File: src/rtl/tlb_cp0_ctrl.sv
// CP0 TLB-management registers (Index, Random, EntryLo0/1, PageMask, Wired, EntryHi)
// plus the sequencer that hands TLBP/TLBR/TLBWI/TLBWR to the TLB and writes back results.
module tlb_cp0_ctrl #(
    parameter int unsigned TLBEntries = 32
) (
    input  logic        clk,
    input  logic        resetn,
    input  logic        cp0_we,
    input  logic [4:0]  cp0_waddr,
    input  logic [31:0] cp0_wdata,
    input  logic [4:0]  cp0_raddr,
    output logic [31:0] cp0_rdata,
    input  logic        op_valid,
    input  logic [1:0]  op_code,
    output logic        op_ready,
    output logic        op_done,
    output logic [2:0]  tlb_req,
    output logic [4:0]  tlb_index,
    output logic [31:0] tlb_entryhi,
    output logic [31:0] tlb_entrylo0,
    output logic [31:0] tlb_entrylo1,
    input  logic        tlb_done,
    input  logic        tlb_hit,
    input  logic [4:0]  tlb_hit_index,
    input  logic [31:0] tlb_res_entryhi,
    input  logic [31:0] tlb_res_entrylo0,
    input  logic [31:0] tlb_res_entrylo1,
    input  logic        exc_valid,
    input  logic [31:0] exc_vaddr
);
    localparam int unsigned IDX_W  = 5;
    localparam int unsigned LO_W   = 26;
    localparam int unsigned VPN2_W = 19;
    localparam int unsigned ASID_W = 8;

    localparam logic [IDX_W-1:0] RAND_MAX   = IDX_W'(TLBEntries - 1);
    localparam logic [4:0]       REG_INDEX  = 5'd0;
    localparam logic [4:0]       REG_RANDOM = 5'd1;
    localparam logic [4:0]       REG_LO0    = 5'd2;
    localparam logic [4:0]       REG_LO1    = 5'd3;
    localparam logic [4:0]       REG_WIRED  = 5'd6;
    localparam logic [4:0]       REG_HI     = 5'd10;
    localparam logic [1:0]       OP_TLBP    = 2'd0;
    localparam logic [1:0]       OP_TLBR    = 2'd1;
    localparam logic [1:0]       OP_TLBWR   = 2'd3;
    localparam logic [2:0]       REQ_NONE   = 3'd0;

    typedef enum logic [1:0] {S_IDLE, S_ISSUE, S_WAIT} state_t;

    state_t              state, state_next;
    logic                accept, done_evt;
    logic [1:0]          op_q;
    logic                index_p;
    logic [IDX_W-1:0]    index_idx, random, random_next, wired;
    logic [LO_W-1:0]     lo0, lo1;
    logic [VPN2_W-1:0]   vpn2;
    logic [ASID_W-1:0]   asid;
    logic                wr_index, wr_lo0, wr_lo1, wr_wired, wr_hi;
    logic                wb_tlbp, wb_tlbr;
    logic                unused_bits;

    assign wr_index = cp0_we && (cp0_waddr == REG_INDEX);
    assign wr_lo0   = cp0_we && (cp0_waddr == REG_LO0);
    assign wr_lo1   = cp0_we && (cp0_waddr == REG_LO1);
    assign wr_wired = cp0_we && (cp0_waddr == REG_WIRED);
    assign wr_hi    = cp0_we && (cp0_waddr == REG_HI);
    assign wb_tlbp  = done_evt && (op_q == OP_TLBP);
    assign wb_tlbr  = done_evt && (op_q == OP_TLBR);

    // Bits that CP0 never stores (page offset, reserved fields)
    assign unused_bits = ^{exc_vaddr[12:0], tlb_res_entryhi[12:8],
                           tlb_res_entrylo0[31:26], tlb_res_entrylo1[31:26]};

    // Sequencer state register
    always_ff @(posedge clk or negedge resetn) begin
        if (!resetn) state <= S_IDLE;
        else         state <= state_next;
    end

    always_comb begin
        state_next = state;
        accept     = 1'b0;
        done_evt   = 1'b0;
        case (state)
            S_IDLE:  if (op_valid) begin
                         accept     = 1'b1;
                         state_next = S_ISSUE;
                     end
            S_ISSUE: state_next = S_WAIT;
            S_WAIT:  if (tlb_done) begin
                         done_evt   = 1'b1;
                         state_next = S_IDLE;
                     end
            default: state_next = S_IDLE;
        endcase
    end

    // Random counts down through the non-wired entries; a Wired write restarts it at the top
    always_comb begin
        random_next = random - IDX_W'(1);
        if (wr_wired || (wired >= RAND_MAX) || (random == wired) || (random == '0))
            random_next = RAND_MAX;
    end

    // Sequencer outputs and operation snapshot
    always_ff @(posedge clk or negedge resetn) begin
        if (!resetn) begin
            op_q      <= OP_TLBP;
            tlb_index <= '0;
            tlb_req   <= REQ_NONE;
            op_done   <= 1'b0;
            op_ready  <= 1'b1;
        end else begin
            op_done  <= done_evt;
            op_ready <= (state_next == S_IDLE);
            if (accept) begin
                op_q      <= op_code;
                tlb_index <= (op_code == OP_TLBWR) ? random : index_idx;
                tlb_req   <= 3'(op_code) + 3'd1;
            end else if (done_evt) begin
                tlb_req   <= REQ_NONE;
            end
        end
    end

    // CP0 registers; TLB writeback beats exception capture beats MTC0
    always_ff @(posedge clk or negedge resetn) begin
        if (!resetn) begin
            index_p   <= 1'b0;
            index_idx <= '0;
            random    <= RAND_MAX;
            wired     <= '0;
            lo0       <= '0;
            lo1       <= '0;
            vpn2      <= '0;
            asid      <= '0;
        end else begin
            random <= random_next;
            if (wr_wired) wired <= cp0_wdata[IDX_W-1:0];

            if (wb_tlbp) begin
                index_p   <= ~tlb_hit;
                index_idx <= tlb_hit ? tlb_hit_index : '0;
            end else if (wr_index) begin
                index_idx <= cp0_wdata[IDX_W-1:0];
            end

            if (wb_tlbr) begin
                vpn2 <= tlb_res_entryhi[31:13];
                asid <= tlb_res_entryhi[ASID_W-1:0];
                lo0  <= tlb_res_entrylo0[LO_W-1:0];
                lo1  <= tlb_res_entrylo1[LO_W-1:0];
            end else begin
                if (exc_valid) begin
                    vpn2 <= exc_vaddr[31:13];
                end else if (wr_hi) begin
                    vpn2 <= cp0_wdata[31:13];
                    asid <= cp0_wdata[ASID_W-1:0];
                end
                if (wr_lo0) lo0 <= cp0_wdata[LO_W-1:0];
                if (wr_lo1) lo1 <= cp0_wdata[LO_W-1:0];
            end
        end
    end

    assign tlb_entryhi  = {vpn2, 5'b0, asid};
    assign tlb_entrylo0 = {6'b0, lo0};
    assign tlb_entrylo1 = {6'b0, lo1};

    // MFC0 read mux; PageMask and unimplemented registers read zero
    always_comb begin
        cp0_rdata = '0;
        case (cp0_raddr)
            REG_INDEX:  cp0_rdata = {index_p, 26'b0, index_idx};
            REG_RANDOM: cp0_rdata = {27'b0, random};
            REG_LO0:    cp0_rdata = tlb_entrylo0;
            REG_LO1:    cp0_rdata = tlb_entrylo1;
            REG_WIRED:  cp0_rdata = {27'b0, wired};
            REG_HI:     cp0_rdata = tlb_entryhi;
            default:    cp0_rdata = '0;
        endcase
    end
endmodule

File: config.mk
export PLATFORM = sky130hd
export DESIGN_NAME = tlb_cp0_ctrl
export DESIGN_NICKNAME = d
export VERILOG_FILES = /design/src/rtl/tlb_cp0_ctrl.sv
export SDC_FILE = /design/constraint.sdc
export NUM_CORES = 1
export LEC_CHECK = 0
export BUFFER_PORTS_ARGS = -buffer_cell sky130_fd_sc_hd__buf_2
export CORE_AREA = 2 2 125 127
export DETAILED_ROUTE_END_ITERATION = 10
export DIE_AREA = 0 0 127 129
export PLACE_DENSITY_LB_ADDON = 0.05
export SETUP_SLACK_MARGIN = 0.4
export SLEW_MARGIN = 20
export SYNTH_ARGS = -nofsm -noshare
export SYNTH_HDL_FRONTEND = slang
export SYNTH_SLANG_ARGS = --single-unit
export TNS_END_PERCENT = 50
File: constraint.sdc
create_clock -name clk -period 2.3 [get_ports clk]
set_input_delay 0.46 -clock clk [delete_from_list [all_inputs] [get_ports clk]]
set_output_delay 0.46 -clock clk [all_outputs]
set_load 0.05 [all_outputs]
-- After elaboration in Yosys (flattened, before gate mapping)
Index checks and enable logic that the tools add are counted.
- add/subtract/negate cells: 2
- order comparisons: 1
- equality and inequality tests: 15
- multiplexer cells: 25
- bitwise logic cells: 1
- reductions and logical operators: 23
- operator list (kind ; count):
    one-hot mux 32 bit (6 select lines) ; 1
    two-way mux 26 bit ; 4
    two-way mux 19 bit ; 3
    two-way mux 5 bit ; 5
    two-way mux 8 bit ; 3
    equality test 5 x 2 -> 1 bit, second input constant ; 4
    logical NOT 5 bit ; 3
    equality test 5 x 3 -> 1 bit, second input constant ; 2
    equality test 5 x 4 -> 1 bit, second input constant ; 2
    nonzero test 2 bit ; 5
    logical AND 1 bit ; 7
    logical NOT 2 bit ; 3
    two-way mux 3 bit ; 2
    one-hot mux 2 bit (3 select lines) ; 1
    equality test 5 x 1 -> 1 bit, second input constant ; 1
    equality test 5 bit ; 1
    >= comparator 5 bit, second input constant ; 1
    subtractor 5 x 1 -> 5 bit, second input constant ; 1
    equality test 2 x 1 -> 1 bit, second input constant ; 2
    equality test 2 bit, second input constant ; 2
    two-way mux 1 bit ; 4
    two-way mux 2 bit ; 2
    adder 2 x 1 -> 3 bit, second input constant ; 1
    logical OR 1 bit ; 3
    4 further kinds ; 4
- register bits after elaboration: 109
- input port bits: 184
- output and inout bits: 138
- word-level logic and storage cells: 81

-- Depth between registers and ports, before layout
Gate-level depths: netlist (run 1).
- depth after elaboration: 6
- depth in mapped cells: 7
- mapped depth without buffers: 6

-- Worst setup path after synthesis (run 1)
Ideal clock, no wire load.
- kind: register -> output
- from: reg vpn2[18]
- to: out cp0_rdata[31]
- arrival: 2227 ps
- required time: 1840 ps
- path slack: -387 ps
- cell stages (with the launch flop): 3
- buffers on the path: 0
- cell sequence: dfrtp_1 > a31oi_1 > nor4_1
- word-level cells in the longest chain between the ends: 1
- ends and longest elaborated chain (what ; RTL line ; text):
    start: declaration ; 56 ; logic [VPN2_W-1:0] vpn2;
    start signal: assignment ; 149 ; vpn2 <= tlb_res_entryhi[31:13];
    start signal: assignment ; 155 ; vpn2 <= exc_vaddr[31:13];
    start signal: assignment ; 157 ; vpn2 <= cp0_wdata[31:13];
    one-hot mux 32 bit (6 select lines) ; 173 ; case (cp0_raddr)
    end: declaration ; 12 ; output logic [31:0] cp0_rdata,
Every way passes these cells.

-- Worst setup path in the final report (run 1)
- from: in cp0_raddr[4]
- to: out cp0_rdata[23]
- word-level cells in the longest chain between the ends: 2
- elaborated cells on any way between the ends: 7
- those cells by class: eq/ne (5); mux (1); reduce/logical (1)
- ends and longest elaborated chain (what ; RTL line ; text):
    start: declaration ; 11 ; input logic [4:0] cp0_raddr,
    equality test 5 x 4 -> 1 bit (tied with other cells) ; 173 ;
    one-hot mux 32 bit (6 select lines) (*) ; 173 ;
Every way passes the cells marked *; elsewhere a longest branch is shown, timed or not.

==> flow_summary.ini, run 1 <==
[outcome]
status = complete, but fails checks
violations = negative setup slack

[die]
initial_core_util = 0.396
num_rows = 45
die_area_um2 = 16400
die_x_um = 127
coreArea_um2 = 15000
ios = 322
fp.dieH_um = 129

[cts]
cts_tree = done
clockRootBuffer = clkbuf_16
clkTransAtPathRegs_ns = 0.07
clockBufferDepth = 2
clock_latency_ns = 0.35
ctsHoldBuffers = 0
cts_sinks = 109
cts_buffers = 9
htree_levels = 3

[global_routing]
grt_pass1_wl_um = 34700
antenna_found_initial = 2
grt_max_degree = 88
grt_util_all_layers = 0.277
grt_pass1_vias = 6250
overflow = 0

[final_layout]
post-route-util = 0.571
fillers = 1381
antenna_cells = 0
final_nets = 1133
drive_above_1_share = 0.409
flow.area_growth_from_synthesis_pct = 44.1

[worst_setup_path]
worstPathArrival_ns = 1.87
crit_path_start_kind = primary input
reg2reg_from = state[0]
path_cells = buf_6 -> or3_4 -> buf_6 -> nor2_4 -> buf_6 -> buf_12 -> a222oi_1 -> inv_1 -> buf_6
cp-end-kind = output pin
cp.required_ns = 1.84
cpPeakStageDelay_ns = 0.40
reg2reg_to = lo1[19]
worstSetupPathType = in2out
worstRegToRegCells = 5
crit_fanout = 13
crit_path_frequent_cell = buf_6
rrSetupSlack_ns = 0.52
cpMaxStageDelayCell = or3_4

[timing]
hold_viol = 0
tightest_slew_ns = 0.564
fmax_mhz = 429
rsz0062_at_grt = yes
hold_ws_ns = 0.0191
period_share = 1.01
slew_headroom = 0.621
setup_viol = 11
timing.final.max_slew_violations = 0
setup_ws_ns = -0.0308
skew_ns = 0.00753
setup_tns_ns = -0.174
fin_crit_ns = 2.33

[route]
wirelength_um = 23200
dr.first_iter.drc_count = 556
route.detailed.drc = 0
vias_per_cell = 5.55
dr.pass1.iters = 7
wl_per_cell_um = 20.4
ant_nets = 0
vias = 6326

[power_and_ir_drop]
peakVddDrop_mv = 0.692
p_per_area_nw_per_um2 = 1240
leakage_nw = 4.14

[run]
cap_violations = 0

[worst_hold_path]
hold_path_class = in2async

[place]
hpwl_um = 15400
port_buffers = 274
place_congestion = 0.884

[synthesis]
seq_area_frac_synth = 0.461
synth-seq-cells = 109
yosys_warnings = 0
synth.avg_cell_area_um2 = 8.83
synth_cells = 672
syn_area_um2 = 5940
synth_cell_type_count = 49
-- where the power goes --
part	internal (mW)	switching, mW	total, mW
Combinational	1.40	3.93	5.33
Clock	0.901	0.697	1.60
Sequential	2.81	0.886	3.70
-- critical path: cells and delay by family --
family | cells | cell delay (ns)
AND/OR/NAND/NOR | 2 | 0.52
AO/OA/AOI/OAI | 1 | 0.11
buffers and inverters | 6 | 0.76
-- synth_stat cells, drive strengths merged --
master  number  share of area
nor4b        2         0.0040
dfstp        6          0.027
xnor2        6         0.0089
nor2b       20          0.021
nand3        9         0.0076
nand3b       5         0.0063
nand2b       1         0.0011
a22oi       14          0.018
or3b         2         0.0030
a21oi      128           0.11
buf         34          0.038
o21ai       40          0.034
ha           2         0.0042
nor2        74          0.047
conb         1        0.00063
xor2         1         0.0015
a222oi      16          0.027
a22o         7          0.010
and3b        2         0.0030
clkbuf      29          0.018
or3          2         0.0021
and3         2         0.0021
a211oi      19          0.032
nand2       80          0.051
mux2i       18          0.030
and2         6         0.0063
o211a        1         0.0017
mux2         8          0.015
o21ba        1         0.0017
nor3         3         0.0044
dfrtp      103           0.43
a31oi        1         0.0011
nor4         2         0.0046
nor3b        6          0.010
inv         20          0.013
o21bai       1         0.0019
-- sequential cells by signal (all words and copies together) (netlist names) --
| register | flops |
|---|---|
| asid | 8 |
| index_idx | 5 |
| index_p | 1 |
| lo0 | 26 |
| lo1 | 26 |
| op_done | 1 |
| op_q | 2 |
| op_ready | 1 |
| random | 5 |
| state | 2 |
| tlb_index | 5 |
| tlb_req | 3 |
| vpn2 | 19 |
| wired | 5 |
-- layout make-up --
class,instances,area (µm²),area share
Multi-Input combinational cell,496,3030,0.355
Sequential cell,109,2740,0.320
Inverter,20,75.1,0.00878
Tap cell,188,235,0.0275
Clock buffer,14,264,0.0309
Clock inverter,1,30.0,0.00351
Timing Repair Buffer,311,2180,0.255
-- per-stage QoR --
stage	worst slack (ns)	cell area, µm²	std cells	total power [mW]
6_report	-0.0308	8550	1139	10.6
5_1_grt	-0.0843	8550	1139	11.1
4_1_cts	-0.0368	8470	1138	10.6
3_5_place_dp	-0.160	7670	1113	8.88
3_3_place_gp	-0.146	7670	1113	8.78
2_1_floorplan	0.0645	6080	688	7.34
-- layout by cell type (no fill, tap or decap), drive strengths merged, types with 14 or more instances in the layout --
cell,Yosys,layout
nor2b,20,20
a222oi,16,16
clkbuf,29,14
o21ai,40,40
dfrtp,103,103
a211oi,19,19
buf,34,311
nand2,80,80
a22oi,14,14
inv,20,20
a21oi,128,128
nor2,74,74
conb,1,17
mux2i,18,18
-- metal layers --
layer	vias to the layer above	GRT usage	wire length, µm
li1	2883	-	-
met4	4	0.118	728
met2	327	0.459	11400
met1	3047	0.361	9320
met5	-	0	27
met3	65	0.0462	1750
-- worst max-delay path by stage --
stage | start | cells past startpoint | end | slack [ns]
3_3_place_gp | cp0_raddr[3] | 7 | cp0_rdata[1] | -0.15
3_5_place_dp | cp0_raddr[3] | 7 | cp0_rdata[3] | -0.16
4_1_cts | cp0_raddr[4] | 8 | cp0_rdata[23] | -0.04
2_1_floorplan | cp0_raddr[3] | 6 | cp0_rdata[13] | 0.06
6_report | cp0_raddr[4] | 9 | cp0_rdata[23] | -0.03
5_1_grt | cp0_raddr[4] | 9 | cp0_rdata[6] | -0.08
-- logic make-up after synthesis --
family          count (synthesis)  share of synthesized area
compound gates                228                      0.236
simple gates                  216                      0.174
flops                         109                      0.461
buf+inv                        83                     0.0687
mux                            26                     0.0455
xor+xnor                        7                     0.0103
fa+ha+maj                       2                    0.00422
other cells                     1                   0.000632
-- timing repair --
| action | 4_1_cts | 5_1_grt |
|---|---|---|
| buffers inserted | 5 | 1 |
| endpoints found under the setup margin | 31 | 36 |
| cloned | 5 | 0 |
| pin swaps | 14 | 10 |
| resized for setup | 96 | 13 |
(Power assumes the default switching activity.)
==> inputs of run 2 (changes only) <==
--- a/config.mk
+++ b/config.mk
@@ -9,6 +9,8 @@
 export CORE_AREA = 2 2 125 127
 export DETAILED_ROUTE_END_ITERATION = 10
 export DIE_AREA = 0 0 127 129
+export HOLD_SLACK_MARGIN = 0.12
+export MAX_ROUTING_LAYER = met4
 export PLACE_DENSITY_LB_ADDON = 0.05
 export SETUP_SLACK_MARGIN = 0.4
 export SLEW_MARGIN = 20
==> run 2 against run 1 <==
The flow still finishes with violations (negative setup slack). Via count down 1.8%. Die area unchanged. Cell count up 0.53%. Total power shrank 1.9%. First-iteration DRC count decreased by 6.8%. Final area fell by 0.60%. Routed wire length decreased by 3.1%. Combinational power barely moved. Clock-buffer cell count decreased by 3. Sequential power barely moved.
==> flow_summary.ini, run 2 (synthesized netlist as in run 1, its figures left out) <==
[place]
dp_cells = 1114
place_congestion = 0.890
hpwl_um = 15300
place_ws_ns = -0.180
port_buffers = 274

[cts]
htree_levels = 3
clockBufferDepth = 2
cts_buffers = 9
clock_latency_ns = 0.35
cts_tree = done
cts_sinks = 109
clockRootBuffer = clkbuf_16
clkTransAtPathRegs_ns = 0.07

[timing]
fin_crit_ns = 2.36
setup_viol = 23
setup_ws_ns = -0.0573
skew_ns = 0.00440
fmax_mhz = 424
hold_viol = 0
slew_headroom = 0.671
rsz0062_at_grt = yes
timing.final.max_slew_violations = 0
period_share = 1.02
tightest_slew_ns = 0.490

[global_routing]
met1_usage = 0.345
busiest_layer = met2
grt_pass1_vias = 6169
grt_pass1_wl_um = 33600
overflow = 0
grt_use_met3 = 0.0449
grt_max_degree = 88
antenna_found_initial = 3
grtUsageMet2 = 0.454
grt_util_all_layers = 0.276

[power_and_ir_drop]
peakVddDrop_mv = 0.715
p_total_mw = 10.4
p_per_area_nw_per_um2 = 1230
leakage_nw = 4.11

[worst_setup_path]
worstPathArrival_ns = 1.90
cp.required_ns = 1.84
reg2reg_to = lo0[3]
path_cells = buf_6 -> or3_4 -> buf_6 -> nor2_4 -> buf_12 -> buf_12 -> buf_16 -> a222oi_1 -> inv_1 -> buf_6
cp-end-kind = output pin
worstPathBufferInverterCount = 7
cpPeakStageDelay_ns = 0.40
worstRegToRegCells = 5
worstSetupPathType = in2out
crit_path_start_kind = primary input
reg2reg_from = state[0]
crit_path_frequent_cell = buf_6
rrSetupSlack_ns = 0.53
cpMaxStageDelayCell = or3_4
cp_top_family = buffers and inverters
crit_fanout = 7

[worst_hold_path]
min_path_cells = 3
hold_path_class = in2reg
min_to = vpn2[11]
hold_start = tlb_res_entryhi[24]

[die]
ios = 322
fp.dieH_um = 129
num_rows = 45
coreArea_um2 = 15000
die_x_um = 127
initial_core_util = 0.396
die_area_um2 = 16400

[route]
wirelength_um = 22500
dr.pass1.iters = 8
vias = 6215
route.detailed.drc = 0
wl_per_cell_um = 19.7
dr.first_iter.drc_count = 518
ant_nets = 0
vias_per_cell = 5.43

[final_layout]
drive_above_1_share = 0.412
layoutNonFillerInstCount = 1145
final_common_cell = buf_2
final_nets = 1135
flow.area_growth_from_synthesis_pct = 43.2
post-route-util = 0.568
reg_top3 = lo0 (26), lo1 (26), vpn2 (19)
layout_common_cells = 239 x buf_2, 127 x a21oi_1, 103 x dfrtp_1, 80 x nand2_1, 73 x nor2_1

[run]
cap_violations = 0

[outcome]
status = complete, but fails checks
violations = negative setup slack
[run 2: routing by layer]
metal	vias to the layer above	share of wire
li1	2887	-
met1	2985	0.42
met2	303	0.49
met3	40	0.070
met4	0	0.024
met5	-	0
[run 2: timing repair]
action	4_1_cts	5_1_grt
hold buffers	1	0
endpoints found under the setup margin	31	32
hold endpoints to repair	22	0
buffers inserted	6	1
resized for setup	94	7
gates cloned	4	0
pin swaps	11	6
[run 2: power by group]
group          total (mW)  internal [mW]  switching (mW)
Combinational        5.30           1.39            3.91
Sequential           3.67           2.81           0.859
Clock                1.45          0.730           0.721
Total                10.4           4.93            5.49
[run 2: final cells by class]
cell class	instances	area, µm²
Antenna cell	3	7.51
Tap cell	188	235
Clock buffer	11	233
Inverter	20	75.1
Fill cell	1421	6470
Timing Repair Buffer	313	2170
Multi-Input combinational cell	496	3020
Clock inverter	5	27.5
Sequential cell	109	2740
[run 2: stage by stage]
step	hold WS [ns]	setup TNS [ns]	area, µm²
after floorplan	0.164	0	6080
after global placement	0.409	-2.29	7660
after detailed placement	0.414	-3.33	7660
after CTS	0.304	-0.412	8450
after global routing	0.316	-2.11	8500
final	0.315	-0.696	8500
[run 2: worst reg2reg max path: stages, from the launching register on]
cell	delay, ns
dfrtp_1	0.42
nand3b_1	0.23
nor3b_2	0.39
buf_12	0.33
a21oi_1	0.17
a21oi_1	0.16
[run 2: how the worst max path moves through the flow]
| stage | start | slack [ns] | to | depth (start not counted) |
|---|---|---|---|---|
| 3_3_place_gp | cp0_raddr[3] | -0.13 | cp0_rdata[4] | 7 |
| 2_1_floorplan | cp0_raddr[3] | 0.06 | cp0_rdata[13] | 6 |
| 5_1_grt | cp0_raddr[4] | -0.12 | cp0_rdata[16] | 10 |
| 6_report | cp0_raddr[4] | -0.06 | cp0_rdata[7] | 10 |
| 4_1_cts | cp0_raddr[4] | -0.04 | cp0_rdata[16] | 10 |
| 3_5_place_dp | cp0_raddr[3] | -0.18 | cp0_rdata[2] | 7 |
==> inputs of run 3 (changes only) <==
--- a/config.mk
+++ b/config.mk
@@ -11,7 +11,7 @@
 export DIE_AREA = 0 0 127 129
 export HOLD_SLACK_MARGIN = 0.12
 export MAX_ROUTING_LAYER = met4
-export PLACE_DENSITY_LB_ADDON = 0.05
+export PLACE_DENSITY = 0.72
 export SETUP_SLACK_MARGIN = 0.4
 export SLEW_MARGIN = 20
 export SYNTH_ARGS = -nofsm -noshare
==> run 3 against run 2 <==
The run now ends clean. Combinational power about the same. Sequential power decreased by 1%. Register-to-register slack improved by 0.06 ns. Sequential share of layout area about the same. Critical endpoint is now cp0_rdata[24].
==> flow_summary.ini, run 3 (synthesized netlist as in run 1, its figures left out) <==
[outcome]
status = finished, final reports clean

[place]
port_buffers = 274
place_congestion = 0.898
hpwl_um = 15100

[final_layout]
antenna_cells = 0
drive_above_1_share = 0.416
reg_top3 = lo0 (26), lo1 (26), vpn2 (19)
final_nets = 1137
flow.area_growth_from_synthesis_pct = 43.3
layout_common_cells = 238 x buf_2, 127 x a21oi_1, 103 x dfrtp_1, 80 x nand2_1, 73 x nor2_1
final_common_cell = buf_2

[worst_setup_path]
cpPeakStageDelay_ns = 0.42
crit_fanout = 10
worstSetupPathType = in2out
worstPathArrival_ns = 1.83
crit_path_start_kind = primary input
cp.required_ns = 1.84
rrSetupSlack_ns = 0.59
cp-end-kind = output pin
path_cells = buf_6 -> or3_4 -> nor3b_4 -> buf_6 -> buf_8 -> a222oi_1 -> inv_2 -> buf_8
cpMaxStageDelayCell = or3_4

[cts]
cts_buffers = 9
clockRootBuffer = clkbuf_16
cts_sinks = 109
htree_levels = 3
clkTransAtPathRegs_ns = 0.07
clockBufferDepth = 2
cts_tree = done
clock_latency_ns = 0.34

[power_and_ir_drop]
p_total_mw = 10.6
leakage_nw = 4.12
peakVddDrop_mv = 0.622
p_per_area_nw_per_um2 = 1240

[die]
initial_core_util = 0.396
ios = 322
fp.dieH_um = 129
die_x_um = 127
num_rows = 45
die_area_um2 = 16400
coreArea_um2 = 15000

[route]
vias_per_cell = 5.47
ant_nets = 0
wl_per_cell_um = 18.7
vias = 6260
route.detailed.drc = 0
dr.pass1.iters = 5
dr.first_iter.drc_count = 381
wirelength_um = 21400

[timing]
slew_headroom = 0.646
skew_ns = 0.00738
tightest_slew_ns = 0.527
setup_viol = 0
hold_viol = 0
fmax_mhz = 436
rsz0062_at_grt = yes
period_share = 0.996
setup_tns_ns = 0
timing.final.max_slew_violations = 0
hold_ws_ns = 0.323
fin_crit_ns = 2.29

[global_routing]
grt_max_degree = 65
overflow = 0
grt_pass1_vias = 6127
grt_pass1_wl_um = 32700
grt_util_all_layers = 0.264
antenna_found_initial = 0

[worst_hold_path]
hold_path_class = in2reg

[run]
cap_violations = 0
==> run 3: final cells by class <==
class	instances	area [µm²]
multi-input cells	496	3030
clock buffers	12	236
repair buffers	315	2120
inverters	20	75.1
well taps	188	235
fillers	1355	6470
clock inverters	4	72.6
flip-flops and latches	109	2740
==> run 3: final timing paths <==
check / from / endpoint / cells after the start
max: cp0_raddr[2] / cp0_rdata[24] / 8
min: tlb_res_entryhi[28] / vpn2[15] / 3
max reg2reg: state[0] / lo1[4] / 5
min reg2reg: index_p / index_p / 2
max in group asynchronous: resetn / random[4] / 3
min in group asynchronous: resetn / vpn2[14] / 2
==> run 3: through the flow <==
step / utilization / area (µm²) / instances / setup WS (ns)
after detailed placement: 0.516 / 7720 / 1122 / -0.188
after CTS: 0.564 / 8450 / 1143 / -0.000699
after global routing: 0.568 / 8510 / 1144 / -0.0411
after floorplan: - / 6080 / 688 / 0.0645
final: 0.568 / 8510 / 1144 / 0.00849
after global placement: 0.516 / 7720 / 1122 / -0.184
==> run 3: where the power goes <==
| part | internal (mW) | switching [mW] |
|---|---|---|
| sequential | 2.81 | 0.814 |
| clock | 0.956 | 0.688 |
| combinational | 1.40 | 3.91 |
==> run 3: worst max-delay path, delay by kind of cell <==
family / cells / cell delay [ns]
and+or+nand+nor: 2 / 0.65
buffers and inverters: 5 / 0.61
AOI/OAI and AO/OA: 1 / 0.12
==> run 3: layer usage <==
metal  wire (µm)  GRT usage  part of all wire  up-vias
li1            -          -                 -     2894
met2       10800      0.443              0.51      335
met4         466      0.101             0.022        0
met3        1470     0.0391             0.069       33
met1        8650      0.325              0.40     2998
met5           0          -                 0        -
==> run 3: timing repair <==
item                                    4_1_cts  5_1_grt
pin swaps                                    19       12
cloned                                        1        0
endpoints found under the setup margin       31       32
hold buffers                                  1        0
endpoints found under the hold margin        25        0
buffers inserted                              3        1
gates resized for setup                     103       12
